[config.mk]
export PLATFORM = sky130hd
export DESIGN_NAME = rtc_bus_responder
export DESIGN_NICKNAME = d
export VERILOG_FILES = /design/src/rtl/rtc_bus_responder.sv
export SDC_FILE = /design/constraint.sdc
export NUM_CORES = 1
export LEC_CHECK = 0
export BUFFER_PORTS_ARGS = -buffer_cell sky130_fd_sc_hd__buf_2
export CAP_MARGIN = 30
export CORE_UTILIZATION = 35
export DETAILED_ROUTE_END_ITERATION = 12
export GPL_ROUTABILITY_DRIVEN = 1
export SLEW_MARGIN = 40
export SYNTH_ARGS = -nofsm -noshare
export SYNTH_HDL_FRONTEND = slang
export SYNTH_SLANG_ARGS = --single-unit
[constraint.sdc]
create_clock -name clock -period 2.7 [get_ports clock]
set_clock_uncertainty 0.1 [all_clocks]
set_input_delay 0.54 -clock clock [delete_from_list [all_inputs] [get_ports clock]]
set_output_delay 0.54 -clock clock [all_outputs]
set_load 0.03 [all_outputs]
[src/rtl/rtc_bus_responder.sv]
// Responder end of the multiplexed 8-bit RTC bus: BCD clock, BCD countdown timer and control/status.
// Define RESP_SYNC_EN to put a 2-flop synchronizer ahead of the strobe sampling register.
module rtc_bus_responder #(
    parameter logic [7:0] UNMAPPED_VAL = 8'hFF,
    parameter logic [7:0] HOUR_MAX     = 8'h23
) (
    input  logic       clock,
    input  logic       reset,
    input  logic       ad,
    input  logic       cs,
    input  logic       wr,
    input  logic       rd,
    input  logic [7:0] data_in,
    input  logic       tick,
    output logic [7:0] data_out,
    output logic       data_oe,
    output logic       irq
);
    localparam int NS = 4;  // strobe vector order {ad, cs, wr, rd}

    logic [NS-1:0] pins;
    logic [NS-1:0] samp_src;
    logic [NS-1:0] samp_reg;
    logic          wr_prev_reg, rd_prev_reg;

    assign pins = {ad, cs, wr, rd};

`ifdef RESP_SYNC_EN
    for (genvar gi = 0; gi < NS; gi++) begin : g_sync
        logic s1_reg, s2_reg;
        always_ff @(posedge clock) begin
            if (!reset) begin
                s1_reg <= 1'b1;
                s2_reg <= 1'b1;
            end else begin
                s1_reg <= pins[gi];
                s2_reg <= s1_reg;
            end
        end
        assign samp_src[gi] = s2_reg;
    end
`else
    assign samp_src = pins;
`endif

    always_ff @(posedge clock) begin
        if (!reset) begin
            samp_reg    <= '1;
            wr_prev_reg <= 1'b1;
            rd_prev_reg <= 1'b1;
        end else begin
            samp_reg    <= samp_src;
            wr_prev_reg <= samp_reg[1];
            rd_prev_reg <= samp_reg[0];
        end
    end

    logic ad_s, cs_s, wr_s, rd_s;
    logic wr_rise, addr_we, data_we, read_act;

    assign ad_s = samp_reg[3];
    assign cs_s = samp_reg[2];
    assign wr_s = samp_reg[1];
    assign rd_s = samp_reg[0];

    // A write strobe overlapping a read strobe is discarded so the read proceeds cleanly.
    assign wr_rise  = wr_s && !wr_prev_reg && !cs_s && rd_s && rd_prev_reg;
    assign addr_we  = wr_rise && !ad_s;
    assign data_we  = wr_rise && ad_s;
    assign read_act = !rd_s && !cs_s;

    function automatic logic [7:0] bcd_inc(input logic [7:0] v, input logic [7:0] maxv);
        if (v >= maxv)
            return 8'h00;
        else if (v[3:0] >= 4'd9)
            return {v[7:4] + 4'd1, 4'd0};
        else
            return v + 8'd1;
    endfunction

    function automatic logic [7:0] bcd_dec(input logic [7:0] v);
        if (v == 8'h00)
            return 8'h59;
        else if (v[3:0] == 4'd0)
            return {v[7:4] - 4'd1, 4'h9};
        else
            return v - 8'd1;
    endfunction

    logic [7:0] sec_reg, min_reg, hour_reg, day_reg, month_reg, year_reg;
    logic [7:0] tsec_reg, tmin_reg, thour_reg, addr_reg;
    logic       hold_reg, run_reg, done_reg;
    logic [7:0] data_out_reg;
    logic       data_oe_reg;

    logic [7:0] sec_next, min_next, hour_next, day_next, month_next, year_next;
    logic [7:0] tsec_next, tmin_next, thour_next, addr_next;
    logic       hold_next, run_next, done_next;
    logic [7:0] data_out_next;
    logic       data_oe_next;
    logic [7:0] rdata;

    always_comb begin
        rdata = UNMAPPED_VAL;
        case (addr_reg)
            8'h21:   rdata = sec_reg;
            8'h22:   rdata = min_reg;
            8'h23:   rdata = hour_reg;
            8'h24:   rdata = day_reg;
            8'h25:   rdata = month_reg;
            8'h26:   rdata = year_reg;
            8'h41:   rdata = tsec_reg;
            8'h42:   rdata = tmin_reg;
            8'h43:   rdata = thour_reg;
            8'hF0:   rdata = {done_reg, 5'b0, hold_reg, run_reg};
            default: rdata = UNMAPPED_VAL;
        endcase
    end

    always_comb begin
        sec_next      = sec_reg;
        min_next      = min_reg;
        hour_next     = hour_reg;
        day_next      = day_reg;
        month_next    = month_reg;
        year_next     = year_reg;
        tsec_next     = tsec_reg;
        tmin_next     = tmin_reg;
        thour_next    = thour_reg;
        hold_next     = hold_reg;
        run_next      = run_reg;
        done_next     = done_reg;
        addr_next     = addr_reg;
        data_out_next = UNMAPPED_VAL;
        data_oe_next  = 1'b0;

        if (tick && !hold_reg) begin
            sec_next = bcd_inc(sec_reg, 8'h59);
            if (sec_reg >= 8'h59) begin
                min_next = bcd_inc(min_reg, 8'h59);
                if (min_reg >= 8'h59)
                    hour_next = bcd_inc(hour_reg, HOUR_MAX) & 8'h7F;
            end
        end

        if (tick && run_reg) begin
            if ({thour_reg, tmin_reg, tsec_reg} == 24'h0) begin
                run_next  = 1'b0;
                done_next = 1'b1;
            end else begin
                tsec_next = bcd_dec(tsec_reg);
                if (tsec_reg == 8'h00) begin
                    tmin_next = bcd_dec(tmin_reg);
                    if (tmin_reg == 8'h00)
                        thour_next = bcd_dec(thour_reg);
                end
                if ({thour_next, tmin_next, tsec_next} == 24'h0) begin
                    run_next  = 1'b0;
                    done_next = 1'b1;
                end
            end
        end

        // Bus writes are applied last so they override a same-cycle tick update.
        if (addr_we)
            addr_next = data_in;
        if (data_we) begin
            case (addr_reg)
                8'h21: sec_next   = data_in;
                8'h22: min_next   = data_in;
                8'h23: hour_next  = data_in;
                8'h24: day_next   = data_in;
                8'h25: month_next = data_in;
                8'h26: year_next  = data_in;
                8'h41: tsec_next  = data_in;
                8'h42: tmin_next  = data_in;
                8'h43: thour_next = data_in;
                8'hF0: begin
                    hold_next = data_in[1];
                    run_next  = data_in[0];
                    if (data_in[7])
                        done_next = 1'b0;
                end
                default: ;
            endcase
        end

        if (read_act) begin
            data_oe_next  = 1'b1;
            data_out_next = data_oe_reg ? data_out_reg : rdata;
        end
    end

    always_ff @(posedge clock) begin
        if (!reset) begin
            sec_reg      <= 8'h00;
            min_reg      <= 8'h00;
            hour_reg     <= 8'h00;
            day_reg      <= 8'h00;
            month_reg    <= 8'h00;
            year_reg     <= 8'h00;
            tsec_reg     <= 8'h00;
            tmin_reg     <= 8'h00;
            thour_reg    <= 8'h00;
            hold_reg     <= 1'b0;
            run_reg      <= 1'b0;
            done_reg     <= 1'b0;
            addr_reg     <= 8'hFF;
            data_out_reg <= UNMAPPED_VAL;
            data_oe_reg  <= 1'b0;
        end else begin
            sec_reg      <= sec_next;
            min_reg      <= min_next;
            hour_reg     <= hour_next;
            day_reg      <= day_next;
            month_reg    <= month_next;
            year_reg     <= year_next;
            tsec_reg     <= tsec_next;
            tmin_reg     <= tmin_next;
            thour_reg    <= thour_next;
            hold_reg     <= hold_next;
            run_reg      <= run_next;
            done_reg     <= done_next;
            addr_reg     <= addr_next;
            data_out_reg <= data_out_next;
            data_oe_reg  <= data_oe_next;
        end
    end

    assign data_out = data_out_reg;
    assign data_oe  = data_oe_reg;
    assign irq      = done_reg;

endmodule

# After elaboration in Yosys (flattened, before gate mapping)
# Index checks and enable logic that the tools add are counted.
# totals
out_inout_bits	10
regBits	98
input_bits	15
# op_classes
order_cmp	6
n_eq_ne	10
reduce_logical	27
n_mux	58
addsub	12
# ops
operator	count
8-bit 2-to-1 mux	43
8-bit one-hot mux with 10 select lines	1
8-bit by 6-bit equality test with 1-bit output (second input constant)	6
24-bit logical NOT	2
8-bit by 7-bit equality test with 1-bit output (second input constant)	3
8-bit logical NOT	3
8-bit by 1-bit subtractor with 8-bit output (second input constant)	3
8-bit by 1-bit adder with 8-bit output (second input constant)	2
8-bit by 7-bit >= comparator with 1-bit output (second input constant)	2
7-bit 2-to-1 mux	2
4-bit >= comparator (second input constant)	3
4-bit logical NOT	3
1-bit 2-to-1 mux	12
4-bit by 1-bit subtractor with 4-bit output (second input constant)	3
2-bit AND reduction	5
1-bit logical AND	9
4-bit by 1-bit adder with 4-bit output (second input constant)	2
8-bit equality test (second input constant)	1
8-bit by 6-bit >= comparator with 1-bit output (second input constant)	1
7-bit by 1-bit adder with 7-bit output (second input constant)	1
1-bit logical NOT	5
3-bit by 1-bit adder with 3-bit output (second input constant)	1

# Longest topological paths before layout
# Gate-level depths: netlist of run 1.
# depth
word_depth	14
depth_mapped	9

# Worst setup path after synthesis of run 1
# Ideal clock, no wire load.
# synth_path
path_type	register to register
from	register tmin_reg[4]
to	register done_reg (netlist: irq)
stages_incl_launch_ff	9
arrival_ns	2.138
t_required_ns	2.542
path_slack_ns	0.404
path_cell_list	dfxtp_1 -> inv_1 -> ha_1 -> nor3b_1 -> nand4_2 -> a221oi_1 -> o2111ai_1 -> nor4_1 -> o21a_1
# synth_via
elab_chain_len	13
# synth_lines
element	line	rtl
from (decl)	91	logic [7:0] tsec_reg, tmin_reg, thour_reg, addr_reg;
from (signal assigned)	219	tmin_reg <= tmin_next;
8-bit by 1-bit subtractor with 8-bit output or 4-bit by 1-bit subtractor with 4-bit output (tied branches)	87, 85	
8-bit 2-to-1 mux	84	else if (v[3:0] == 4'd0)
8-bit 2-to-1 mux	82	if (v == 8'h00)
8-bit 2-to-1 mux	152	if (tsec_reg == 8'h00) begin
8-bit 2-to-1 mux	147	if ({thour_reg, tmin_reg, tsec_reg} == 24'h0) begin
8-bit 2-to-1 mux	146	if (tick && run_reg) begin
24-bit logical NOT	157	if ({thour_next, tmin_next, tsec_next} == 24'h0) begin
1-bit 2-to-1 mux	157	
1-bit 2-to-1 mux *	147	
1-bit 2-to-1 mux *	146	
1-bit 2-to-1 mux	181	if (data_in[7])
1-bit 2-to-1 mux	168	case (addr_reg)
1-bit 2-to-1 mux *	167	if (data_we) begin
to (signal assigned)	223	done_reg <= done_next;
to (decl)	92	logic hold_reg, run_reg, done_reg;
# Every way passes the cells marked *; elsewhere a longest branch is shown, timed or not. The select of a mux whose other input is x is not followed.
# A chain may end at the register's enable or synchronous reset.

# Worst setup path after layout of run 1
# layout_path
from	register tsec_reg[5]
to	register thour_reg[6]
# layout_via
elab_chain_len	8
# layout_lines
element	line	rtl
from (decl)	91	
from (signal assigned)	218	tsec_reg <= tsec_next;
8-bit logical NOT	152	
8-bit 2-to-1 mux	152	
8-bit 2-to-1 mux	147	
8-bit 2-to-1 mux	146	
8-bit 2-to-1 mux *	147	
8-bit 2-to-1 mux *	146	
8-bit 2-to-1 mux	168	
8-bit 2-to-1 mux *	167	
to (signal assigned)	220	thour_reg <= thour_next;
to (decl)	91	
# Marked as above.

==> results of run 1 <==
-- path summary, 6_finish.rpt --
check,depth (start not counted),startpoint,endpoint
min reg2reg,1,samp_reg[1],wr_prev_reg
min,2,cs,samp_reg[2]
max,8,tsec_reg[5],thour_reg[6]
max reg2reg,8,tsec_reg[5],thour_reg[6]
-- metal layers --
metal  track usage (%)  vias to the layer above
met2              33.3                      167
met4              9.78                        0
met3              3.24                       31
li1                  -                     2675
met5             0.588                        -
met1              30.3                     2545
-- synthesized netlist by cell type, types with 6 or more instances --
cell,number
o211ai_1,6
nor2_1,78
xnor2_1,6
mux2i_1,49
nand3b_1,8
nor4_1,8
o21ai_0,51
buf_2,6
nand3_1,31
a31oi_1,15
dfxtp_1,98
clkbuf_1,38
nor3b_1,6
nand2_1,54
inv_1,25
a21oi_1,46
nand2b_1,9
a211oi_1,12
ha_1,20
nor3_1,21
nor2b_1,9
and2_1,6
a22oi_1,11
-- report_power, final --
group	switching [mW]	internal (mW)
clock	0.638	0.653
sequential	0.00828	1.45
combinational	0.0790	0.0305
-- logic make-up after synthesis --
family,count (synthesis),synth area share [%]
fa+ha+maj,20,4.37
simple gates,276,25.8
xor+xnor,8,1.22
compound gates,187,20.6
mux,51,8.95
flops,98,34.2
buf+inv,72,4.85
-- area by class of cell --
cell class                      count  area (sq um)  area share [%]
Clock inverter                      7          67.6            1.03
Tap cell                          216           270            4.10
Multi-Input combinational cell    542          3500            53.2
Sequential cell                    98          1960            29.8
Clock buffer                        9           225            3.42
Inverter                           25          93.8            1.42
Timing Repair Buffer               70           465            7.07
-- critical path, delay by kind of cell (launching register included) --
kind                     cells  cell delay, ns
flip-flops                   1            0.39
AO/OA/AOI/OAI                3            0.93
XOR/XNOR                     1            0.18
buffers and inverters        1            0.06
adder cells (fa/ha/maj)      1            0.26
AND/OR/NAND/NOR              2            0.44
==> tab_implementation.tex, run 1 <==
\begin{tabular}{lr}
\hline
Metric & Value \\
\hline
\multicolumn{2}{l}{\textbf{Synth}} \\
\#FFs+latches synth & 98 \\
Largest cells by area after synthesis & dfxtp\_1 (34\%), mux2i\_1 (8.6\%), nor2\_1 (5.1\%), o21ai\_0 (4.5\%), ha\_1 (4.4\%) \\
Library cell occupying the most area in the post-synthesis netlist & dfxtp\_1 \\
Synth cell types & 64 \\
Most used flip-flop cell after synthesis & dfxtp\_1 \\
Count of flip-flops with a built-in enable after synthesis & 0 \\
Async set or reset register ratio after synthesis & 0\% \\
Mapped Nets & 747 \\
Average instance area after synthesis & 8.05 sq um \\
Cell area after technology mapping & 5730 sq um \\
Gate count after technology mapping & 712 \\
Register area share after synthesis & 34.2\% \\
Area share of the largest cell type after synthesis & 34.2\% \\
Synth warnings & 0 \\
\multicolumn{2}{l}{\textbf{Timing}} \\
Tightest slew margin relative to the limit & 55.4\% \\
Transition time at the pin with the least slew margin & 0.652 ns \\
Clock period minus final worst setup slack & $\sim$2.5 ns \\
Minimum setup slack in the final design & 0.239 ns \\
Setup-failing EPs final & 0 \\
Setup total negative slack & 0 ns \\
Total count of max-transition violations in the final report & 0 \\
Achievable frequency & 0.406 GHz \\
Final period utilization & 91.2\% \\
Unrepaired setup endpoints after global routing & false \\
Post-Route Hold Slack & 0.262 ns \\
Total count of hold-check failures in the final report & 0 \\
\multicolumn{2}{l}{\textbf{Clock network}} \\
Clock tree from TritonCTS & yes \\
Register clock-pin slew on the reported worst setup and hold paths & 0.07 ns \\
Setup repair bufs after CTS & 0 \\
CTS H-tree lvls & 3 \\
Cts-stage hold buffer count & 0 \\
TritonCTS Buffers & 9 \\
Number of instances resized during post-cts repair & 0 \\
Insertion delay of the later-clocked pin in the worst-skew pair & 0.36 ns \\
Root buffer selected by CTS & clkbuf\_16 \\
Clock Path Buffers & 2 \\
CTS sink cnt & 98 \\
\multicolumn{2}{l}{\textbf{Place}} \\
Final weighted congestion in routability-driven placement & 0.904 \\
Post-place setup slack & 0.161 ns \\
Detail Placement HPWL & 12,700 um \\
Number of port buffers & 24 \\
DP Cell Count & about 950 \\
Area of placed instances & 6280 sq um \\
\multicolumn{2}{l}{\textbf{Routing}} \\
DRC errors left & 0 \\
Highest layer used for signal routing & met4 \\
Post-route ant nets & 0 \\
DR iter-0 viols & 469 \\
Met3 wire len & between 900 and 1000 um \\
Vias per cell & between 5 and 6 \\
Length of the first detailed-routing pass in iterations & 5 \\
Met2 Routed Length & 7890 um \\
Sum of routed wire segments on met1 & 8230 um \\
Sum of routed wire length over all layers & 17,500 um \\
Vias post-DR & around 5,400 \\
Post-DR wirelength/cell & 18.1 um \\
\multicolumn{2}{l}{\textbf{Outcome}} \\
Run status & finished clean \\
\multicolumn{2}{l}{\textbf{Critical path}} \\
Worst-path cell chain & inv\_1 > ha\_1 > nor3b\_1 > and4\_1 > a21o\_1 > a2111oi\_0 > xnor2\_1 > a21oi\_1 \\
Req. time, crit path & between 2 and 3 ns \\
Setup CP Type & flip-flop to flip-flop \\
Max Fanout on Critical Path & 14 \\
Library cell contributing the largest single delay on the critical path & a2111oi\_0 \\
Minimum setup slack among reg-to-reg paths & 0.24 ns \\
Largest stage delay on the critical path & 0.51 ns \\
Startpoint class of the critical path & flip-flop \\
Worst EP arrival & 2.61 ns \\
Kind of end point of the critical path & flip-flop \\
\multicolumn{2}{l}{\textbf{Layout}} \\
Number of non-filler instances in the completed layout & 967 \\
Fill cell count & 1,640 \\
Design Area, Final & 6590 sq um \\
Final design utilization & 41.3\% \\
Proportion of layout cells with a drive suffix above 1 & 14.5\% \\
\# nets final & roughly 800 \\
Commonest cells after routing, fill and taps aside & dfxtp\_1 (98), nor2\_1 (78), nand2\_1 (54), o21ai\_0 (51), mux2i\_1 (49) \\
Leading cell type in the layout, fill and taps excluded & dfxtp\_1 \\
Area Growth Syn to Fin & 15.0\% \\
Count of antenna diodes in the layout & 0 \\
\multicolumn{2}{l}{\textbf{Hold path}} \\
Class of the worst hold path & input pin to flip-flop \\
\multicolumn{2}{l}{\textbf{Die}} \\
I/O pin total & 25 \\
Initial core utilization & 35.9\% \\
Floorplan die area & 16,900 sq um \\
Die Span X & 130 um \\
Area of the placeable core & approximately 16,000 sq um \\
Die Y & 130 um \\
Number of rows in the core area & 46 \\
\multicolumn{2}{l}{\textbf{Global routing}} \\
Congestion Overflow GR & 0 \\
Overall fraction of global-route tracks in use & roughly 22\% \\
Number of antenna violations at the first check in global routing & 0 \\
Number of global-route vias before repair & 4,868 \\
Pin count of the biggest net entering global routing & 39 \\
Global-route wire length before repair & 27,500 um \\
\multicolumn{2}{l}{\textbf{Run}} \\
Number of max-capacitance violations reported & 0 \\
\multicolumn{2}{l}{\textbf{Power}} \\
Leakage power & roughly 2.5 nW \\
Pwr Density & around 430 nW/um\^{}2 \\
Total power draw & 2.86 mW \\
Peak supply drop & 0.000258 V \\
\hline
\end{tabular}
Note: power is estimated with default switching activity, not from simulation.
==> run 2, diff against run 1 <==
Clock period 2.7 ns to 2.9 ns, I/O delays scaled along.
==> run 2 against run 1 <==
Effect of this change:
- routed wire length is 0.69% lower
- clock power about the same
- die area stayed put
- worst hold slack better by 0.031 ns
- combinational power is 12% lower
- critical path depth is the same
- core utilization decreased by 0.81 points
- flip-flop and latch count unchanged
- highest routed layer unchanged
==> tab_implementation.tex, run 2 (synthesis results as in run 1) <==
\begin{tabular}{lr}
\hline
Metric & Value \\
\hline
\multicolumn{2}{l}{\textbf{Die}} \\
I/O pin total & 25 (unchanged) \\
Floorplan die area & 16,900 sq um (unchanged) \\
Number of rows in the core area & 46 (unchanged) \\
Die Y & 130 um (unchanged) \\
Die Span X & 130 um (unchanged) \\
Area of the placeable core & 15,900 sq um (unchanged) \\
Initial core utilization & 35.9\% (unchanged) \\
\multicolumn{2}{l}{\textbf{Clock network}} \\
CTS H-tree lvls & 3 (unchanged) \\
CTS sink cnt & 98 (unchanged) \\
Clock tree from TritonCTS & yes (unchanged) \\
Insertion delay of the later-clocked pin in the worst-skew pair & 0.37 ns (was 0.36 ns) \\
Clock Path Buffers & 2 (unchanged) \\
Root buffer selected by CTS & clkbuf\_16 (unchanged) \\
Register clock-pin slew on the reported worst setup and hold paths & 0.07 ns (about the same) \\
TritonCTS Buffers & 9 (unchanged) \\
Setup repair bufs after CTS & 0 (unchanged) \\
\multicolumn{2}{l}{\textbf{Timing}} \\
Achievable frequency & 0.384 GHz (was 0.406 GHz) \\
Setup total negative slack & 0 ns (unchanged) \\
Setup-failing EPs final & 0 (unchanged) \\
Transition time at the pin with the least slew margin & 0.700 ns (was 0.652 ns) \\
Unrepaired setup endpoints after global routing & false (unchanged) \\
Total count of max-transition violations in the final report & 0 (unchanged) \\
Minimum setup slack in the final design & 0.294 ns (was 0.239 ns) \\
Final period utilization & 89.8\% (was 91.2\%) \\
Total count of hold-check failures in the final report & 0 (unchanged) \\
Clock period minus final worst setup slack & 2.61 ns (was 2.46 ns) \\
Tightest slew margin relative to the limit & 52.7\% (was 55.4\%) \\
Post-Route Hold Slack & 0.294 ns (was 0.262 ns) \\
\multicolumn{2}{l}{\textbf{Routing}} \\
Post-route ant nets & 0 (unchanged) \\
DRC errors left & 0 (unchanged) \\
DR iter-0 viols & 524 (was 469) \\
Post-DR wirelength/cell & 18.4 um (was 18.1 um) \\
Sum of routed wire length over all layers & 17,400 um (was 17,500 um) \\
Vias per cell & 5.62 (was 5.60) \\
Length of the first detailed-routing pass in iterations & 5 (unchanged) \\
Vias post-DR & 5,332 (was 5,418) \\
\multicolumn{2}{l}{\textbf{Run}} \\
Number of max-capacitance violations reported & 0 (unchanged) \\
\multicolumn{2}{l}{\textbf{Power}} \\
Leakage power & 2.36 nW (was 2.45 nW) \\
Peak supply drop & 0.000286 V (was 0.000258 V) \\
Total power draw & 2.73 mW (was 2.86 mW) \\
Pwr Density & 422 nW/um\^{}2 (was 434 nW/um\^{}2) \\
\multicolumn{2}{l}{\textbf{Critical path}} \\
Req. time, crit path & 3.03 ns (was 2.85 ns) \\
Library cell contributing the largest single delay on the critical path & a2111oi\_0 (unchanged) \\
Setup CP Type & flip-flop to flip-flop (unchanged) \\
Worst EP arrival & 2.73 ns (was 2.61 ns) \\
Max Fanout on Critical Path & 14 (unchanged) \\
Startpoint class of the critical path & flip-flop (unchanged) \\
Kind of end point of the critical path & flip-flop (unchanged) \\
Minimum setup slack among reg-to-reg paths & 0.29 ns (was 0.24 ns) \\
Largest stage delay on the critical path & 0.52 ns (was 0.51 ns) \\
Worst-path cell chain & inv\_1 > ha\_1 > nor3b\_1 > and4\_1 > a21o\_1 > a2111oi\_0 > xnor2\_1 > a21oi\_1 (unchanged) \\
\multicolumn{2}{l}{\textbf{Layout}} \\
Fill cell count & 1,634 (was 1,640) \\
FF+latch area & 1960 sq um (unchanged) \\
Area of combinational cells with multiple inputs & 3500 sq um (about the same) \\
Commonest cells after routing, fill and taps aside & dfxtp\_1 (98), nor2\_1 (78), nand2\_1 (54), o21ai\_0 (50), mux2i\_1 (49) (was dfxtp\_1 (98), nor2\_1 (78), nand2\_1 (54), o21ai\_0 (51), mux2i\_1 (49)) \\
Leading cell type in the layout, fill and taps excluded & dfxtp\_1 (unchanged) \\
Count of antenna diodes in the layout & 0 (unchanged) \\
Proportion of layout cells with a drive suffix above 1 & 12.3\% (was 14.5\%) \\
Area Growth Syn to Fin & 12.7\% (was 15.0\%) \\
\# nets final & 762 (was 781) \\
\multicolumn{2}{l}{\textbf{Global routing}} \\
Met2 demand-to-capacity share in global routing & 33.0\% (was 33.3\%) \\
Global-route wire length before repair & 27,600 um (was 27,500 um) \\
Number of global-route vias before repair & 4,858 (was 4,868) \\
Overall fraction of global-route tracks in use & 21.8\% (about the same) \\
Number of antenna violations at the first check in global routing & 0 (unchanged) \\
Pin count of the biggest net entering global routing & 39 (unchanged) \\
Most Used Layer, Global Route & met2 (unchanged) \\
Global Route met3 Usage & 3.44\% (was 3.24\%) \\
Congestion Overflow GR & 0 (unchanged) \\
GR met1 Demand/Resource & 30.8\% (was 30.3\%) \\
\multicolumn{2}{l}{\textbf{Place}} \\
Post-place setup slack & 0.189 ns (was 0.161 ns) \\
Number of port buffers & 24 (unchanged) \\
Detail Placement HPWL & 12,400 um (was 12,700 um) \\
Final weighted congestion in routability-driven placement & 0.924 (was 0.904) \\
\multicolumn{2}{l}{\textbf{Outcome}} \\
Run status & finished clean (unchanged) \\
\multicolumn{2}{l}{\textbf{Hold path}} \\
Class of the worst hold path & input pin to flip-flop (unchanged) \\
\hline
\end{tabular}
==> run 2: layer usage <==
layer | vias up | share of wire, %
li1 | 2639 | -
met1 | 2472 | 48
met2 | 187 | 43
met3 | 34 | 5.8
met4 | 0 | 2.8
met5 | - | 0
==> run 2: critical path: cells and delay by family (launching register included) <==
kind | cells | cell delay [ns]
flops | 1 | 0.44
xor+xnor | 1 | 0.17
buf+inv | 1 | 0.07
compound gates | 3 | 0.94
simple gates | 2 | 0.46
fa+ha+maj | 1 | 0.28
==> run 2: worst paths after layout <==
check,startpoint,end,cells after the start
worst max-delay path,tsec_reg[4],thour_reg[6],8
worst min-delay path,cs,samp_reg[2],2
worst max register to register,tsec_reg[4],thour_reg[6],8
worst min register to register,samp_reg[1],wr_prev_reg,1
==> run 2: area by class of cell <==
cell class	count	share of cell area [%]
multi-input combinational	542	54.2
timing repair buffer	51	5.00
tap	216	4.18
sequential	98	30.4
clock inverter	7	1.32
clock buffer	9	3.49
inverter	25	1.45
==> run 2: power by group <==
part | total, mW | switching [mW] | leakage (nW) | internal (mW)
combinational | 0.0968 | 0.0711 | 1.42 | 0.0257
clock | 1.27 | 0.584 | 0.146 | 0.685
sequential | 1.36 | 0.00746 | 0.792 | 1.35
total | 2.73 | 0.663 | 2.36 | 2.06
==> run 2: what timing repair did <==
action                                 4_1_cts  5_1_grt
resized for setup                            0        2
setup endpoints to repair                    0       11
hold buffers                                 0        0
endpoints found under the hold margin        0        0
==> run 2: metrics by stage <==
| stage | area [sq um] | std cells | utilization [%] |
|---|---|---|---|
| 2_1_floorplan | 5730 | 712 | - |
| 4_1_cts | 6450 | 948 | 40.5 |
| 6_report | 6460 | 948 | 40.5 |
| 3_3_place_gp | 6140 | 932 | 38.5 |
| 3_5_place_dp | 6140 | 932 | 38.5 |
| 5_1_grt | 6460 | 948 | 40.5 |
